### config.mk
export PLATFORM = sky130hd
export DESIGN_NAME = addr_decode_ws
export DESIGN_NICKNAME = d
export VERILOG_FILES = /design/src/rtl/addr_decode_pkg.sv /design/src/rtl/addr_decode_ws_ws_counter.sv /design/src/rtl/addr_decode_ws.sv
export SDC_FILE = /design/constraint.sdc
export NUM_CORES = 1
export LEC_CHECK = 0
export CAP_MARGIN = 25
export CORE_ASPECT_RATIO = 0.75
export CORE_MARGIN = 2
export CORE_UTILIZATION = 38
export DETAILED_ROUTE_END_ITERATION = 12
export GPL_TIMING_DRIVEN = 0
export PLACE_DENSITY = 0.8
export SLEW_MARGIN = 10
export SYNTH_ARGS = -nofsm -noshare
export SYNTH_HDL_FRONTEND = slang
export SYNTH_SLANG_ARGS = --single-unit
export TNS_END_PERCENT = 30
### constraint.sdc
create_clock -name clk -period 2.6 [get_ports clk]
set_input_delay 0.52 -clock clk [delete_from_list [all_inputs] [get_ports clk]]
set_output_delay 0.52 -clock clk [all_outputs]
set_load 0.005 [all_outputs]
### src/rtl/addr_decode_pkg.sv
// Shared types and helpers for the wait-state address decoder.
// Holds the access state encoding, region-count derivation and one-hot builder.
package addr_decode_pkg;

    typedef enum logic [1:0] {
        IDLE   = 2'd0,
        ACCESS = 2'd1,
        DONE   = 2'd2
    } state_t;

    // Upper bound on regions the one-hot helper can express (SEL_BITS <= 6).
    localparam int MAX_NREG = 64;

    function automatic int nreg_of(input int sel_bits);
        return 1 << sel_bits;
    endfunction

    function automatic logic [MAX_NREG-1:0] onehot(input int unsigned idx);
        return MAX_NREG'(1) << idx;
    endfunction

endpackage

### src/rtl/addr_decode_ws_ws_counter.sv
// Loadable down-counter used to time wait states; stops at zero and flags it.
module ws_counter #(
    parameter int W = 4
) (
    input  logic         clk,
    input  logic         rst_n,
    input  logic         load,
    input  logic [W-1:0] load_val,
    input  logic         dec,
    output logic         zero
);

    logic [W-1:0] cnt;

    // Load wins over decrement; the count saturates at zero rather than wrapping.
    always_ff @(posedge clk or negedge rst_n) begin
        if (!rst_n) begin
            cnt <= '0;
        end else if (load) begin
            cnt <= load_val;
        end else if (dec && (cnt != '0)) begin
            cnt <= cnt - 1'b1;
        end
    end

    assign zero = (cnt == '0);

endmodule

### src/rtl/addr_decode_ws.sv
// Clocked chip-select decoder with per-region wait states, ready pulse and
// registered read-data return from the selected slave.
module addr_decode_ws
    import addr_decode_pkg::*;
#(
    parameter int ADDR_W   = 16,
    parameter int DATA_W   = 16,
    parameter int SEL_BITS = 2,
    parameter int WS_W     = 4,
    parameter logic [nreg_of(SEL_BITS)*WS_W-1:0] WAIT_STATES = '0
) (
    input  logic                                  clk,
    input  logic                                  rst_n,
    input  logic                                  req,
    input  logic                                  we,
    input  logic [ADDR_W-1:0]                     addr,
    output logic [nreg_of(SEL_BITS)-1:0]          cs,
    output logic                                  we_o,
    output logic [ADDR_W-1:0]                     addr_o,
    input  logic [nreg_of(SEL_BITS)*DATA_W-1:0]   rdata_in,
    output logic [DATA_W-1:0]                     rdata,
    output logic                                  ready,
    output logic                                  busy
);

    localparam int NREG = nreg_of(SEL_BITS);

    state_t              state;
    state_t              state_nx;
    logic                start;
    logic                finish;
    logic                cnt_zero;
    logic [SEL_BITS-1:0] region;
    logic [SEL_BITS-1:0] region_q;
    logic [WS_W-1:0]     ws_load;
    logic [NREG-1:0]     cs_load;

    assign region  = addr[ADDR_W-1 -: SEL_BITS];
    assign ws_load = WAIT_STATES[int'(region)*WS_W +: WS_W];
    assign cs_load = NREG'(onehot(32'(region)));

    always_ff @(posedge clk or negedge rst_n) begin
        if (!rst_n) begin
            state <= IDLE;
        end else begin
            state <= state_nx;
        end
    end

    // req is only honoured in IDLE or DONE; DONE restarts directly for back-to-back access.
    always_comb begin
        state_nx = state;
        start    = 1'b0;
        finish   = 1'b0;
        case (state)
            IDLE: begin
                if (req) begin
                    start    = 1'b1;
                    state_nx = ACCESS;
                end
            end
            ACCESS: begin
                if (cnt_zero) begin
                    finish   = 1'b1;
                    state_nx = DONE;
                end
            end
            DONE: begin
                if (req) begin
                    start    = 1'b1;
                    state_nx = ACCESS;
                end else begin
                    state_nx = IDLE;
                end
            end
            default: state_nx = IDLE;
        endcase
    end

    ws_counter #(
        .W (WS_W)
    ) u_ws_counter (
        .clk      (clk),
        .rst_n    (rst_n),
        .load     (start),
        .load_val (ws_load),
        .dec      (state == ACCESS),
        .zero     (cnt_zero)
    );

    // Slave-side registers; leaving DONE without a new request returns them to idle values.
    always_ff @(posedge clk or negedge rst_n) begin
        if (!rst_n) begin
            cs       <= '0;
            we_o     <= 1'b0;
            addr_o   <= '0;
            region_q <= '0;
            rdata    <= '0;
        end else if (start) begin
            cs       <= cs_load;
            we_o     <= we;
            addr_o   <= addr;
            region_q <= region;
        end else if (finish) begin
            cs <= '0;
            if (!we_o) begin
                rdata <= rdata_in[int'(region_q)*DATA_W +: DATA_W];
            end
        end else if (state == DONE) begin
            we_o   <= 1'b0;
            addr_o <= '0;
        end
    end

    assign ready = (state == DONE);
    assign busy  = (state == ACCESS);

endmodule

==> impl_metrics.toml, run 1 <==
[synthesis]
ys_warn_count = 0
synth_seq_cells = 45
postSynthAreaPerCell_um2 = 15.12
synth-edff-count = 0
synth_cells = 143
ys_top_cells_by_count = "dfrtp_1, a22o_1, mux4_2"
synth_most_common_cell = "dfrtp_1"
synth_area_leaders = "dfrtp_1, mux4_2, mux2_4"
syn_nets = 229
yosys.area.top_type = "dfrtp_1"
ys_types = 27
synthFlopType = "dfrtp_1"
synth_top_area_share_pct = 52.08
netlist_area_mm2 = 0.002162
ys_seq_area_share_pct = 52.08
synth-async-reset-ratio_pct = 100.0

[worst_hold_path]
hp-class = "input pin to async pin"

[cells_and_area]
regArea_mm2 = 0.001126
stdcell_count = 349
diodes = 0
multi_input_area_um2 = 960.9
drive_gt1_share_pct = 17.15
num-nets-final = 359
syn2layout_area_growth_pct = 66.55
fill_cells = 436

[drt]
drt_iter0_markers = 53
antenna_left = 0
via_count = 1739
remaining_drc_errors = 0
dr.pass1.iters = 4
wirelength_um = 5822
vias_per_cell = 4.983
wire_per_inst_um = 16.68

[floorplan]
core_area_mm2 = 0.005410
core.rowCount = 23
pin_count = 123
die-width_um = 91.10
fp.dieH_um = 69.33
dieArea_mm2 = 0.006316
start_util_pct = 39.96

[sta]
setup-tns-final_ns = 0
rsz0062_at_grt = "false"
setup_viol = 0
worst_slew_pin_slew_ns = 0.5808
hold_violations = 0
period_share_pct = 84.50
fin_skew_ns = 0.004840
whs_ns = 0.1945
max_freq_ghz = 0.4552
layout_min_cycle_time_ns = 2.197
maxSlewHeadroom_pct = 61.14
slew_violations = 0

[setup_path]
max_stage_delay_ns = 0.56
cp_max_fo = 7
cp_slowest_cell = "clkdlybuf4s50_1"
r2r_cells = 7
path_buf_inv = 2
cp.arrival_ns = 1.68
crit_family = "buffers and inverters"
required_ns = 2.08
path_class = "flip-flop to output port"
path_cells = "nand2b_1, inv_1, clkdlybuf4s50_1"
path_depth = 3
worstSetupEndpointType = "output port"
startpoint_type = "flip-flop"

[global_route]
grt_pass1_wl_um = 9694
track_usage_pct = 19.37
grt_start_max_net_pins = 25
grt-ovfl-total = 0
grt_antenna_before_repair = 0
grt_pass1_vias = 1894

[cts]
postCtsSetupRepairBufs = 0
clk_pin_slew_worst_paths_ns = 0.08
cts_resized = 0
cts_made_buffers = 5
clockBufferDepth = 2
ctsHtreeMaxLevel = 2
insertion_delay_ns = 0.29
clock-sinks = 45
cts_tree = "built"
cts-root-buf = "clkbuf_8"
postCtsHoldBufs = 0

[placement]
gp_congestion = 0.7653
portBuffers = 122
place_hpwl_um = 4533
dp_cells = 341

[power_and_ir_drop]
vdd_drop_max_mv = 0.5658
p_total_mw = 3.680
power.density_mw_per_mm2 = 1022
p_leak_nw = 1.504

[job]
cap_violations = 0

[run_status]
outcome = "finished, final reports clean"
[final timing paths]
check / from / end / slack (ns)
setup / recovery: state[1]$_DFFE_PN0P_ / busy / 0.40
hold / removal: rst_n / addr_o[12]$_DFFE_PN0P_ / 0.19
setup reg to reg: u_ws_counter.cnt[0]$_DFFE_PN0P_ / rdata[13]$_DFFE_PN0P_ / 0.43
hold reg to reg: cs[0]$_DFFE_PN0P_ / cs[0]$_DFFE_PN0P_ / 0.49
max in group asynchronous: rst_n / rdata[13]$_DFFE_PN0P_ / 1.90
min in group clk: cs[0]$_DFFE_PN0P_ / cs[0]$_DFFE_PN0P_ / 0.49
[through the flow]
stage               area (µm²)  worst slack, ns  utilization (%)
floorplan                 2162           0.6386                -
global placement          3477          -0.1531            64.27
detailed placement        3500           0.1940            64.69
CTS                       3601           0.3934            66.56
global route              3601           0.3117            66.56
finish                    3601           0.4029            66.56
[state kept, by name (all words and copies together) (netlist names)]
register,count
addr_o,16
rdata,16
cs,4
u_ws_counter.cnt,4
region_q,2
state,2
we_o,1
[routing by layer]
layer	track usage (%)	vias to the layer above	wire (µm)
met5	0	-	0
met4	4.545	0	45
met3	8.261	5	643
met2	30.12	91	2563
met1	25.29	837	2569
li1	-	806	-
[cells by family after synthesis]
logic type	Yosys count	synth area share, %
AND/OR/NAND/NOR	22	5.556
flip-flops	45	52.08
multiplexers	34	27.66
buffers and inverters	13	3.472
AO/OA/AOI/OAI	27	10.07
adder cells (fa/ha/maj)	2	1.157
[cell type report]
class                           instances  area share [%]
Buffer                                 10           1.772
Clock buffer                            7           2.675
Clock inverter                          1          0.1390
Inverter                                3          0.3127
Multi-Input combinational cell         85           26.69
Sequential cell                        45           31.27
Tap cell                               75           2.606
Timing Repair Buffer                  123           34.54
[cell usage in the layout, fill, tap and decap left out, drive strengths merged]
master,n
mux2i,2
clkinv,1
o2bb2ai,2
nor3b,1
or3b,1
mux4,16
a21oi,3
a32o,1
inv,3
a21o,1
a22o,17
nor3,3
clkbuf,13
nand2,8
buf,6
o21ai,2
mux2,16
nand2b,2
clkdlybuf4s50,121
nor2b,2
ha,2
dfrtp,45
nor2,2
nand3,3
a311oi,1
[report_power, final]
group / internal (mW) / total [mW] / switching [mW]
sequential: 1.04 / 1.23 / 0.193
clock: 0.240 / 0.468 / 0.228
combinational: 1.26 / 1.98 / 0.726
No activity file was read; power rests on OpenSTA's default activity.
==> run 2, diff against run 1 <==
- CORE_UTILIZATION: 38 -> 34
- PLACE_DENSITY: 0.8 -> 0.76
- clock period: 2.6 -> 1.79 ns (I/O delays scaled with it)
==> run 2 against run 1 <==
Effect of this change: the run now ends with setup timing left; clock-buffer cell count fell by 2; combinational power rose by 58%; register-to-register slack got worse by 0.49 ns; flip-flop and latch count did not move; final area rose by 5.1%; hold slack got worse by 0.19 ns; routed wire length rose by 4.3%; cell count rose by 4.3%; clock power rose by 77%; power rose by 58%; largest cell class unchanged; largest power group unchanged.
==> impl_metrics.toml, run 2 (same netlist as run 1, synthesis figures left out) <==
[power_and_ir_drop]
p_sw_mw = 1.810
seqPwrFrac_pct = 31.8
p_leak_nw = 1.615
p_int_mw = 3.994
sw_frac_of_total_pct = 31.19
power.density_mw_per_mm2 = 1534
vdd_drop_max_mv = 0.6889
power.share.combinational_pct = 54.0
power_frac_clock_pct = 14.2

[cts]
clk_pin_slew_worst_paths_ns = 0.10
insertion_delay_ns = 0.31
cts_made_buffers = 5
cts_tree = "built"
ctsHtreeMaxLevel = 2
clock-sinks = 45
clockBufferDepth = 2
cts-root-buf = "clkbuf_8"

[global_route]
grt_pass1_wl_um = 8963
grt_pass1_vias = 1772
grt-ovfl-total = 0
track_usage_pct = 16.89
grt_start_max_net_pins = 27
grt_antenna_before_repair = 0

[cells_and_area]
regArea_mm2 = 0.001127
multi_input_area_mm2 = 0.001011
syn2layout_area_growth_pct = 75.00
final_common_cell = "clkdlybuf4s50_1"
diodes = 0
largest_registers = "addr_o: 16 flops, rdata: 16 flops"
num-nets-final = 368
fill_cells = 499
final_cell_mix = "clkdlybuf4s50_1, dfrtp_1, a22o_1"
drive_gt1_share_pct = 23.67
stdcell_count = 364

[placement]
gp_congestion = 0.7655
dp_worst_setup_slack_ns = -0.4374
portBuffers = 122
dp_cells = 347
place_hpwl_um = 4311

[setup_path]
crit_family = "simple AND/OR/NAND/NOR gates"
cp_max_fo = 5
worstSetupEndpointType = "flip-flop"
startpoint_type = "flip-flop"
reg2reg_to = "rdata[7]$_DFFE_PN0P_"
required_ns = 1.99
cp_slowest_cell = "dfrtp_1"
r2r_cells = 7
cp-startpoint = "u_ws_counter.cnt[1]$_DFFE_PN0P_"
path_buf_inv = 3
cp.arrival_ns = 2.05
cp-endpoint = "rdata[7]$_DFFE_PN0P_"
path_cells = "inv_2, ha_4, or3b_4, nor3_4, buf_6, clkbuf_16, mux2_4"
path_class = "flip-flop to flip-flop"
path_depth = 7
r2r-start = "u_ws_counter.cnt[1]$_DFFE_PN0P_"
reg2reg_slack_ns = -0.06
max_stage_delay_ns = 0.41

[drt]
via_count = 1759
dr.pass1.iters = 4
vias_per_cell = 4.832
wire_per_inst_um = 16.69
drt_iter0_markers = 37
remaining_drc_errors = 0
antenna_left = 0
wirelength_um = 6075

[sta]
max_freq_ghz = 0.5397
maxSlewHeadroom_pct = 66.87
hold_violations = 0
worst_slew_pin_slew_ns = 0.4970
rsz0062_at_grt = "true"
period_share_pct = 103.5
setup_slack_ns = -0.06286
fin_skew_ns = 0.01013
slew_violations = 0
setup_viol = 16
layout_min_cycle_time_ns = 1.853

[run_status]
violations = "setup timing"
outcome = "finished with violations"

[floorplan]
core.rowCount = 25
fp.dieH_um = 73.06
core_area_mm2 = 0.006225
dieArea_mm2 = 0.007020
die-width_um = 96.08
pin_count = 123
start_util_pct = 34.73

[worst_hold_path]
hp-class = "input pin to async pin"

[job]
cap_violations = 0
-- run 2: cell types whose count changed in the layout (fill, tap and decap cells not counted), moves of 2 or more --
cell / before / now
clkdlybuf4s50_1: 121 / 119
mux2_4: 10 / 16
buf_2: 3 / 1
inv_2: 0 / 2
mux2_2: 6 / 0
dlymetal6s2s_1: 0 / 2
buf_4: 0 / 8
clkbuf_1: 6 / 4
clkbuf_8: 7 / 5
inv_1: 3 / 0
-- run 2: timing repair --
item | CTS | global route
endpoints found under the setup margin | 28 | 30
hold endpoints to repair | 0 | 0
hold buffers | 0 | 0
resized for setup | 15 | 11
gates cloned | 0 | 1
pin swaps | 1 | 2
setup buffers | 5 | 5
-- run 2: worst min-delay path by stage --
stage                                 start               endpoint  slack (ns)  cells after the start
after floorplan                       rst_n  addr_o[0]$_DFFE_PN0P_        0.06                      0
after global placement    cs[0]$_DFFE_PN0P_      cs[0]$_DFFE_PN0P_        0.46                      1
after detailed placement              rst_n  rdata[15]$_DFFE_PN0P_        0.35                      1
after CTS                             rst_n  rdata[11]$_DFFE_PN0P_        0.01                      1
after global routing                  rst_n  rdata[11]$_DFFE_PN0P_        0.04                      1
final                                 rst_n   rdata[5]$_DFFE_PN0P_       0.009                      1
-- run 2: cell type report --
type	count	area share [%]
multi-input combinational	85	26.72
clock inverter	3	1.323
timing repair buffer	134	35.75
tap	81	2.679
clock buffer	5	1.819
inverter	3	0.3638
sequential	45	29.79
buffer	8	1.554
-- run 2: metal layers --
metal  global-route usage [%]  share of wire [%]
met1                    21.88                 43
met2                    26.93                 46
met3                    5.888                 10
met4                    4.762               0.74
met5                        0                  0
-- run 2: through the flow --
stage / setup TNS [ns] / hold slack, ns / area [µm²] / power, mW / util (%)
2_1_floorplan: -1.815 / 0.06241 / 2162 / 3.304 / -
3_3_place_gp: -47.50 / 0.4634 / 3485 / 4.630 / 55.98
3_5_place_dp: -10.67 / 0.3504 / 3500 / 4.685 / 56.22
4_1_cts: -3.791 / 0.01453 / 3704 / 5.739 / 59.50
5_1_grt: -1.847 / 0.04072 / 3784 / 6.178 / 60.78
6_report: -0.7779 / 0.008579 / 3784 / 5.803 / 60.78
-- run 2: power by group through the flow --
stage          registers, mW  clock network [mW]  logic (mW)
6_report                1.84               0.827        3.13
5_1_grt                 1.92               0.882        3.38
4_1_cts                 1.80               0.847        3.09
3_5_place_dp            1.80                   0        2.89
3_3_place_gp            1.79                   0        2.84
2_1_floorplan           1.81                   0        1.50
==> run 3, diff against run 2 <==
- CTS_CLUSTER_DIAMETER: not set -> 50
==> results of run 3 <==
Final layout, timing and power as in run 2 (identical DEF).
